`config.mk`:
```
export PLATFORM = sky130hd
export DESIGN_NAME = tag_free_list
export DESIGN_NICKNAME = d
export VERILOG_FILES = /design/src/rtl/tag_free_list.sv
export SDC_FILE = /design/constraint.sdc
export NUM_CORES = 1
export LEC_CHECK = 0
export CAP_MARGIN = 20
export CORE_ASPECT_RATIO = 0.5
export CORE_MARGIN = 3
export CORE_UTILIZATION = 32
export CTS_CLUSTER_DIAMETER = 60
export CTS_CLUSTER_SIZE = 12
export DETAILED_ROUTE_END_ITERATION = 7
export GPL_TIMING_DRIVEN = 0
export PLACE_DENSITY_LB_ADDON = 0.1
export SETUP_SLACK_MARGIN = 0.05
export SYNTH_ARGS = -nofsm -noshare
export SYNTH_HDL_FRONTEND = slang
export SYNTH_SLANG_ARGS = --single-unit
```
`constraint.sdc`:
```
create_clock -name clk -period 16.3 [get_ports clk]
set_input_delay 3.26 -clock clk [delete_from_list [all_inputs] [get_ports clk]]
set_output_delay 3.26 -clock clk [all_outputs]
set_load 0.02 [all_outputs]
```
`src/rtl/tag_free_list.sv`:
```
// Circular FIFO of free reservation-station tags feeding dispatch; tags return on CDB broadcast.
// Optional sticky illegal-event flag 'err' enabled by defining TAG_FREE_LIST_ERR_EN.
module tag_free_list #(
  parameter int unsigned TAG_WIDTH = 6,
  parameter int unsigned DEPTH     = 64,
  parameter int unsigned PTR_WIDTH = 6
) (
  input  logic                 clk,
  input  logic                 reset,
  input  logic                 alloc_req,
  output logic [TAG_WIDTH-1:0] alloc_tag,
  output logic                 alloc_valid,
  input  logic                 cdb_valid,
  input  logic [TAG_WIDTH-1:0] cdb_tag,
  output logic [PTR_WIDTH:0]   free_count,
  output logic                 full
`ifdef TAG_FREE_LIST_ERR_EN
  ,
  output logic                 err
`endif
);

  localparam logic [PTR_WIDTH-1:0] LAST_PTR = PTR_WIDTH'(DEPTH - 1);
  localparam logic [PTR_WIDTH:0]   FULL_CNT = (PTR_WIDTH + 1)'(DEPTH);

  logic [TAG_WIDTH-1:0] mem_q [DEPTH];
  logic [PTR_WIDTH-1:0] rd_ptr_q, rd_ptr_d;
  logic [PTR_WIDTH-1:0] wr_ptr_q, wr_ptr_d;
  logic [PTR_WIDTH:0]   count_q, count_d;
  logic                 empty;
  logic                 pop;
  logic                 push;

  // Wrap by explicit compare so non-power-of-2 depths circulate correctly.
  function automatic logic [PTR_WIDTH-1:0] advance(input logic [PTR_WIDTH-1:0] ptr);
    return (ptr == LAST_PTR) ? '0 : ptr + 1'b1;
  endfunction

  assign empty       = (count_q == '0);
  assign full        = (count_q == FULL_CNT);
  assign alloc_valid = ~empty;
  assign alloc_tag   = mem_q[rd_ptr_q];
  assign free_count  = count_q;
  assign pop         = alloc_req & ~empty;

`ifdef TAG_FREE_LIST_ERR_EN
  logic tag_in_range;
  logic err_q, err_d;

  generate
    if (DEPTH < (1 << TAG_WIDTH)) begin : g_range_chk
      assign tag_in_range = (32'(cdb_tag) < DEPTH);
    end else begin : g_no_range_chk
      assign tag_in_range = 1'b1;
    end
  endgenerate

  assign push = cdb_valid & ~full & tag_in_range;
  assign err  = err_q;

  always_comb begin
    err_d = err_q | (alloc_req & empty) | (cdb_valid & (full | ~tag_in_range));
  end

  always_ff @(posedge clk or posedge reset) begin
    if (reset) err_q <= 1'b0;
    else       err_q <= err_d;
  end
`else
  assign push = cdb_valid & ~full;
`endif

  always_comb begin
    rd_ptr_d = rd_ptr_q;
    wr_ptr_d = wr_ptr_q;
    count_d  = count_q;
    if (pop)  rd_ptr_d = advance(rd_ptr_q);
    if (push) wr_ptr_d = advance(wr_ptr_q);
    case ({push, pop})
      2'b10:   count_d = count_q + (PTR_WIDTH + 1)'(1);
      2'b01:   count_d = count_q - (PTR_WIDTH + 1)'(1);
      default: count_d = count_q;
    endcase
  end

  always_ff @(posedge clk or posedge reset) begin
    if (reset) begin
      rd_ptr_q <= '0;
      wr_ptr_q <= '0;
      count_q  <= FULL_CNT;
    end else begin
      rd_ptr_q <= rd_ptr_d;
      wr_ptr_q <= wr_ptr_d;
      count_q  <= count_d;
    end
  end

  always_ff @(posedge clk or posedge reset) begin
    if (reset) begin
      for (int unsigned i = 0; i < DEPTH; i++) mem_q[i] <= TAG_WIDTH'(i);
    end else if (push) begin
      mem_q[wr_ptr_q] <= cdb_tag;
    end
  end

endmodule
```
==> flow_metrics.py, run 1 <==
metrics = {
    "outcome": {
        "status": "finished, final reports clean",
    },
    "floorplan": {
        "start_util_pct": 32.8,
        "ioPinCount": 25,
        "coreArea_um2": 58100,
        "dieWidth_um": 351,
        "die-area_um2": 62700,
        "rows": 62,
        "die_h_um": 179,
    },
    "place": {
        "dp_hpwl_mm": 39.8,
        "dpl_cell_area_um2": 20500,
        "pre_cts_slack_ns": 9.01,
        "port_buffers": 18,
        "gp_congestion": 0.819,
    },
    "worst_setup_path": {
        "worstPathMaxFanout": 10,
        "cp_cell_sequence": "buf_1, clkbuf_1, mux4_2, a22oi_1, nand3_1, a22o_1, clkdlybuf4s50_1",
        "critPathKind": "flip-flop to primary output",
        "setup.worst_path.end_class": "primary output",
        "cp.required_ns": 13.04,
        "cpPeakStageDelay_ns": 0.91,
        "start_kind": "flip-flop",
        "critPathSlowestCell": "clkbuf_1",
        "arrival_ns": 4.66,
    },
    "synthesis": {
        "synth-simple-area-share_pct": 4.55,
        "synth_fa_ha_area_share_pct": 0.630,
        "synth_top_area_share_pct": 27.6,
        "syn-num-nets": 1290,
        "synth_top_cells_by_area": "dfrtp_1 (28%), dfstp_2 (27%), mux2_2 (23%)",
        "synth_mux_area_share_pct": 34.3,
        "seq_area_frac_synth_pct": 54.2,
        "synth_area_leader_cell": "dfrtp_1",
        "synth_compound_area_share_pct": 3.79,
        "synth-xor-area-share_pct": 0.505,
        "synth_area_um2": 19100,
        "ys_async_sr_fraction_pct": 100,
        "synth.avg_cell_area_um2": 15.0,
        "synthDistinctLibCells": 52,
        "synth-edff-count": 0,
        "syn_inst": 1271,
        "yosys_warnings": 0,
        "synth_top_family_by_area": "multiplexers",
        "ys_ff_latch": 403,
        "ys.flop_type": "dfrtp_1",
    },
    "timing": {
        "period_share_pct": 48.6,
        "period_minus_slack_ns": 7.92,
        "worst_slew_pin_slew_ns": 1.15,
        "rsz0062_at_grt": "false",
        "fin_ws_ns": 8.38,
        "relSlewSlack_pct": 23.6,
        "fin_setup_tns_ns": 0,
        "setup_viol": 0,
        "finClkSkew_ns": 0.0202,
        "max_freq_mhz": 126,
        "drv_slew": 0,
        "finalHoldViolations": 0,
    },
    "layout": {
        "drive_above_1_share_pct": 56.2,
        "mostFrequentLayoutCell": "mux2_2",
        "fin_area_um2": 21600,
        "nets": 1366,
        "area_growth_pct": 13.4,
        "final_util_pct": 37.2,
        "mostFrequentLayoutCells": "mux2_2 (391), dfrtp_1 (210), dfstp_2 (193)",
        "antenna_cells": 0,
    },
    "clocking": {
        "cts_buffer_depth": 3,
        "cts_hold_buf": 0,
        "clkLatencyLatePin_ns": 0.55,
        "cts_buffers": 39,
        "cts-resized-gates": 0,
        "cts-root-buf": "clkbuf_16",
        "htreeDepth": 2,
        "clk_pin_slew_ns": 0.07,
        "post_cts.repair.setup_buffers": 0,
        "clock-sinks": 403,
        "cts_tree": "yes",
    },
    "power_and_ir_drop": {
        "ir_worst_vdd_mv": 0.0684,
        "powerDensity_nw_per_um2": 171,
        "power.leakage_nw": 9.37,
    },
    "global_route": {
        "track_usage_pct": 17.9,
        "grt_first_pass_wirelength_mm": 82.4,
        "grt_overflow": 0,
        "grt_max_degree": 118,
        "first_global_vias": 12100,
        "grt_antenna_before_repair": 1,
    },
    "route": {
        "wire_per_inst_um": 25.6,
        "ant_nets": 0,
        "via_count": 11400,
        "drtIter0Drc": 750,
        "drc_errors": 0,
        "vias_per_cell": 5.32,
        "first_pass_iters": 4,
        "wl_mm": 54.9,
    },
    "flow_run": {
        "maxCapViolCount": 0,
    },
    "min_path": {
        "min_path_type": "flip-flop to flip-flop",
    },
}
==> cell usage after synthesis, drive strengths merged, types with 4 or more instances <==
library cell  count
ha                8
mux2i            32
mux2            396
a21oi             8
inv              13
mux4             78
dfstp           193
a221oi            9
o221ai           10
a22oi            20
nor3              8
a22o             11
o21ai            16
nand3            13
a31oi             7
nor3b             5
a211o             4
nor2b             5
nor2             12
dfrtp           210
buf              26
nand2            88
and3              5
clkbuf           58
xnor2             8
==> flip-flops by register name, indices dropped and copies added, names as in the netlist <==
register and count:
free_count 7, mem_q 384, rd_ptr_q 6, wr_ptr_q 6
==> per-layer routing <==
layer  track usage [%]  up-vias  part of all wire, %  routed length [um]
li1                  -     4904                    -                   -
met1              26.7     6211                   50               27300
met2              27.4      207                   44               24200
met3              2.49       67                  3.8                2080
met4              4.40        0                  2.3                1280
met5                 0        -                    0                   0
==> cell type report <==
class	count	area, um^2
inverters	13	58.8
repair buffers	35	427
plain buffers	84	345
multi-input cells	771	8370
fillers	5424	36500
well taps	768	961
clock inverters	1	5.00
flip-flops and latches	403	10300
clock buffers	66	1130
==> stage by stage <==
step | instances | power [W] | hold WS (ns)
2_1_floorplan | 1271 | 0.00237 | 0.459
3_3_place_gp | 2057 | 0.00280 | 0.468
3_5_place_dp | 2073 | 0.00286 | 0.487
4_1_cts | 2140 | 0.00374 | 0.501
5_1_grt | 2141 | 0.00389 | 0.512
6_report | 2141 | 0.00370 | 0.499
==> critical path, delay by kind of cell, from the launching register on <==
kind                   cells  cell delay [ns]
AO/OA/AOI/OAI              2             0.75
buffers and inverters      3             2.15
flip-flops                 1             0.49
multiplexers               1             0.46
AND/OR/NAND/NOR            1             0.25
==> worst paths after layout <==
check                                     startpoint                        end  slack [ns]  cells past startpoint
setup / recovery             rd_ptr_q[1]$_DFFE_PP0P_               alloc_tag[0]        8.38                      7
hold / removal                mem_q[239]$_DFFE_PP0P_     mem_q[239]$_DFFE_PP0P_        0.50                      1
setup reg to reg           free_count[4]$_DFFE_PP0P_  free_count[5]$_DFFE_PP0P_       12.82                     10
hold reg to reg               mem_q[239]$_DFFE_PP0P_     mem_q[239]$_DFFE_PP0P_        0.50                      1
max in group asynchronous                      reset     mem_q[279]$_DFFE_PP0P_       11.59                      4
min in group asynchronous                      reset      mem_q[67]$_DFFE_PP0P_        3.20                      2
==> kinds of logic (layout without fill, tap and decap cells) <==
logic type	after synthesis	in the layout
multiplexers	506	506
flip-flops	403	403
AND/OR/NAND/NOR	147	147
AO/OA/AOI/OAI	98	98
buffers and inverters	97	199
XOR/XNOR	11	11
adder cells (fa/ha/maj)	9	9
==> report_power, final <==
group / internal [W] / leakage, nW / switching, W
Sequential: 0.00135 / 4.78 / 0.000143
Combinational: 0.000604 / 4.04 / 0.000740
Clock: 0.000470 / 0.545 / 0.000387
Total: 0.00243 / 9.37 / 0.00127
(Power assumes the default switching activity.)
==> run 2, diff against run 1 <==
==> constraint.sdc (replaced) <==
create_clock -name clk -period 7.3 [get_ports clk]
set_input_delay 1.46 -clock clk [delete_from_list [all_inputs] [get_ports clk]]
set_output_delay 1.46 -clock clk [all_outputs]
set_load 0.02 [all_outputs]
==> run 2 against run 1 <==
Cell area grew 0.33%. Register-to-register slack worse by 9.0 ns. Core utilization up 0.12 points. Non-clock buffer count rose by 6. Sequential share of layout area down 0.16 points. Power is 120% higher. Cell count grew 0.47%. Clock skew rose by 0.0055 ns. Wire length up 2.0%. First-iteration DRC count down 1.6%. Sequential power is 120% higher. Critical path depth did not move.
==> flow_metrics.py, run 2 (same netlist as run 1, synthesis figures left out) <==
metrics = {
    "clocking": {
        "htreeDepth": 2,
        "cts-root-buf": "clkbuf_16",
        "cts_hold_buf": 0,
        "clock-sinks": 403,
        "cts_buffers": 39,
        "post_cts.repair.setup_buffers": 0,
        "cts_buffer_depth": 3,
        "cts_tree": "yes",
        "cts-resized-gates": 0,
        "clkLatencyLatePin_ns": 0.55,
        "clk_pin_slew_ns": 0.06,
    },
    "timing": {
        "worst_slew_pin_slew_ns": 1.20,
        "rsz0062_at_grt": "false",
        "setup_viol": 0,
        "finClkSkew_ns": 0.0256,
        "period_minus_slack_ns": 5.92,
        "max_freq_mhz": 169,
        "finalHoldViolations": 0,
        "drv_slew": 0,
        "relSlewSlack_pct": 20.2,
        "period_share_pct": 81.1,
    },
    "global_route": {
        "grt_max_degree": 47,
        "grt_overflow": 0,
        "track_usage_pct": 18.2,
        "first_global_vias": 12000,
        "grt_first_pass_wirelength_mm": 82.9,
        "grt_antenna_before_repair": 0,
    },
    "flow_run": {
        "maxCapViolCount": 0,
    },
    "layout": {
        "regMostFlops": "mem_q",
        "final_cells": 2151,
        "drive_above_1_share_pct": 56.1,
        "fillers": 5491,
        "largest_register_ffs": 384,
        "fin_area_um2": 21700,
        "final_util_pct": 37.3,
        "area_growth_pct": 13.8,
        "nets": 1372,
        "seqCellArea_um2": 10300,
        "multi_input_area_um2": 8380,
        "mostFrequentLayoutCell": "mux2_2",
        "mostFrequentLayoutCells": "mux2_2 (391), dfrtp_1 (210), dfstp_2 (193)",
    },
    "worst_setup_path": {
        "arrival_ns": 4.46,
        "critPathSlowestCell": "clkbuf_1",
        "cp_cell_sequence": "buf_1, clkbuf_1, mux4_2, a22oi_1, nand3_1, a22o_1, clkdlybuf4s50_1",
        "cp.required_ns": 5.84,
        "cpPeakStageDelay_ns": 0.92,
        "worstPathMaxFanout": 10,
        "start_kind": "flip-flop",
        "setup.worst_path.end_class": "primary output",
        "critPathKind": "flip-flop to primary output",
    },
    "route": {
        "first_pass_iters": 5,
        "via_count": 11300,
        "wl_mm": 56.0,
        "ant_nets": 0,
        "drtIter0Drc": 738,
        "wire_per_inst_um": 26.0,
        "drc_errors": 0,
        "vias_per_cell": 5.26,
    },
    "power_and_ir_drop": {
        "ir_worst_vdd_mv": 0.162,
        "powerDensity_nw_per_um2": 380,
        "power.leakage_nw": 9.39,
        "p_total_w": 0.00824,
    },
    "outcome": {
        "status": "finished, final reports clean",
    },
    "floorplan": {
        "die_h_um": 179,
        "dieWidth_um": 351,
        "start_util_pct": 32.8,
        "coreArea_um2": 58100,
        "ioPinCount": 25,
        "rows": 62,
        "die-area_um2": 62700,
    },
    "place": {
        "port_buffers": 18,
        "gp_congestion": 0.849,
        "dp_hpwl_mm": 40.7,
        "dpl_cell_area_um2": 20600,
        "dp_cells": 2080,
    },
    "min_path": {
        "min_path_type": "flip-flop to flip-flop",
    },
}
## run 2: cell count changes in the layout (fill, tap and decap cells not counted), moves of 2 or more
cell       delta
clkbuf_16     -2
buf_12       +10
buf_16        -3
clkbuf_1      +5
## run 2: worst paths after layout
kind	end	slack, ns	startpoint	cells after the start
worst max-delay path	alloc_tag[0]	1.38	rd_ptr_q[1]$_DFFE_PP0P_	7
worst min-delay path	mem_q[115]$_DFFE_PP0P_	0.50	mem_q[115]$_DFFE_PP0P_	1
worst max register to register	free_count[5]$_DFFE_PP0P_	3.85	free_count[4]$_DFFE_PP0P_	10
worst min register to register	mem_q[115]$_DFFE_PP0P_	0.50	mem_q[115]$_DFFE_PP0P_	1
max in group asynchronous	mem_q[5]$_DFFE_PP1P_	4.14	reset	7
min in group asynchronous	mem_q[188]$_DFFE_PP0P_	1.39	reset	2
## run 2: cell type report
| class | instances | share of cell area, % |
|---|---|---|
| Multi-Input combinational cell | 771 | 38.6 |
| Antenna cell | 1 | 0.0115 |
| Timing Repair Buffer | 41 | 2.44 |
| Clock inverter | 2 | 0.0634 |
| Clock buffer | 68 | 5.00 |
| Inverter | 13 | 0.254 |
| Buffer | 84 | 1.59 |
| Sequential cell | 403 | 47.6 |
| Tap cell | 768 | 4.43 |
## run 2: where the power goes
part	switching (W)	leakage, nW	internal [W]
Clock	0.000877	0.523	0.00101
Sequential	0.000320	4.78	0.00302
Combinational	0.00165	4.08	0.00136
## run 2: per-layer routing
metal / vias up / GRT usage, % / share of wire [%]
li1: 4913 / - / -
met1: 6134 / 26.8 / 49
met2: 212 / 27.9 / 44
met3: 54 / 3.25 / 4.4
met4: 0 / 3.77 / 1.8
met5: - / 0 / 0
## run 2: through the flow
| stage | hold WS, ns | setup slack [ns] | setup TNS, ns |
|---|---|---|---|
| 6_report | 0.499 | 1.38 | 0 |
| 5_1_grt | 0.514 | 1.31 | 0 |
| 4_1_cts | 0.502 | 1.41 | 0 |
| 3_5_place_dp | 0.487 | 2.00 | 0 |
| 3_3_place_gp | 0.469 | -2.14 | -440.61 |
| 2_1_floorplan | 0.459 | 0.570 | 0 |
## run 2: critical path, delay by kind of cell, from the launching register on
family          cells  cell delay, ns
mux                 1            0.43
compound gates      2            0.71
buf+inv             3            2.04
simple gates        1            0.26
flops               1            0.45
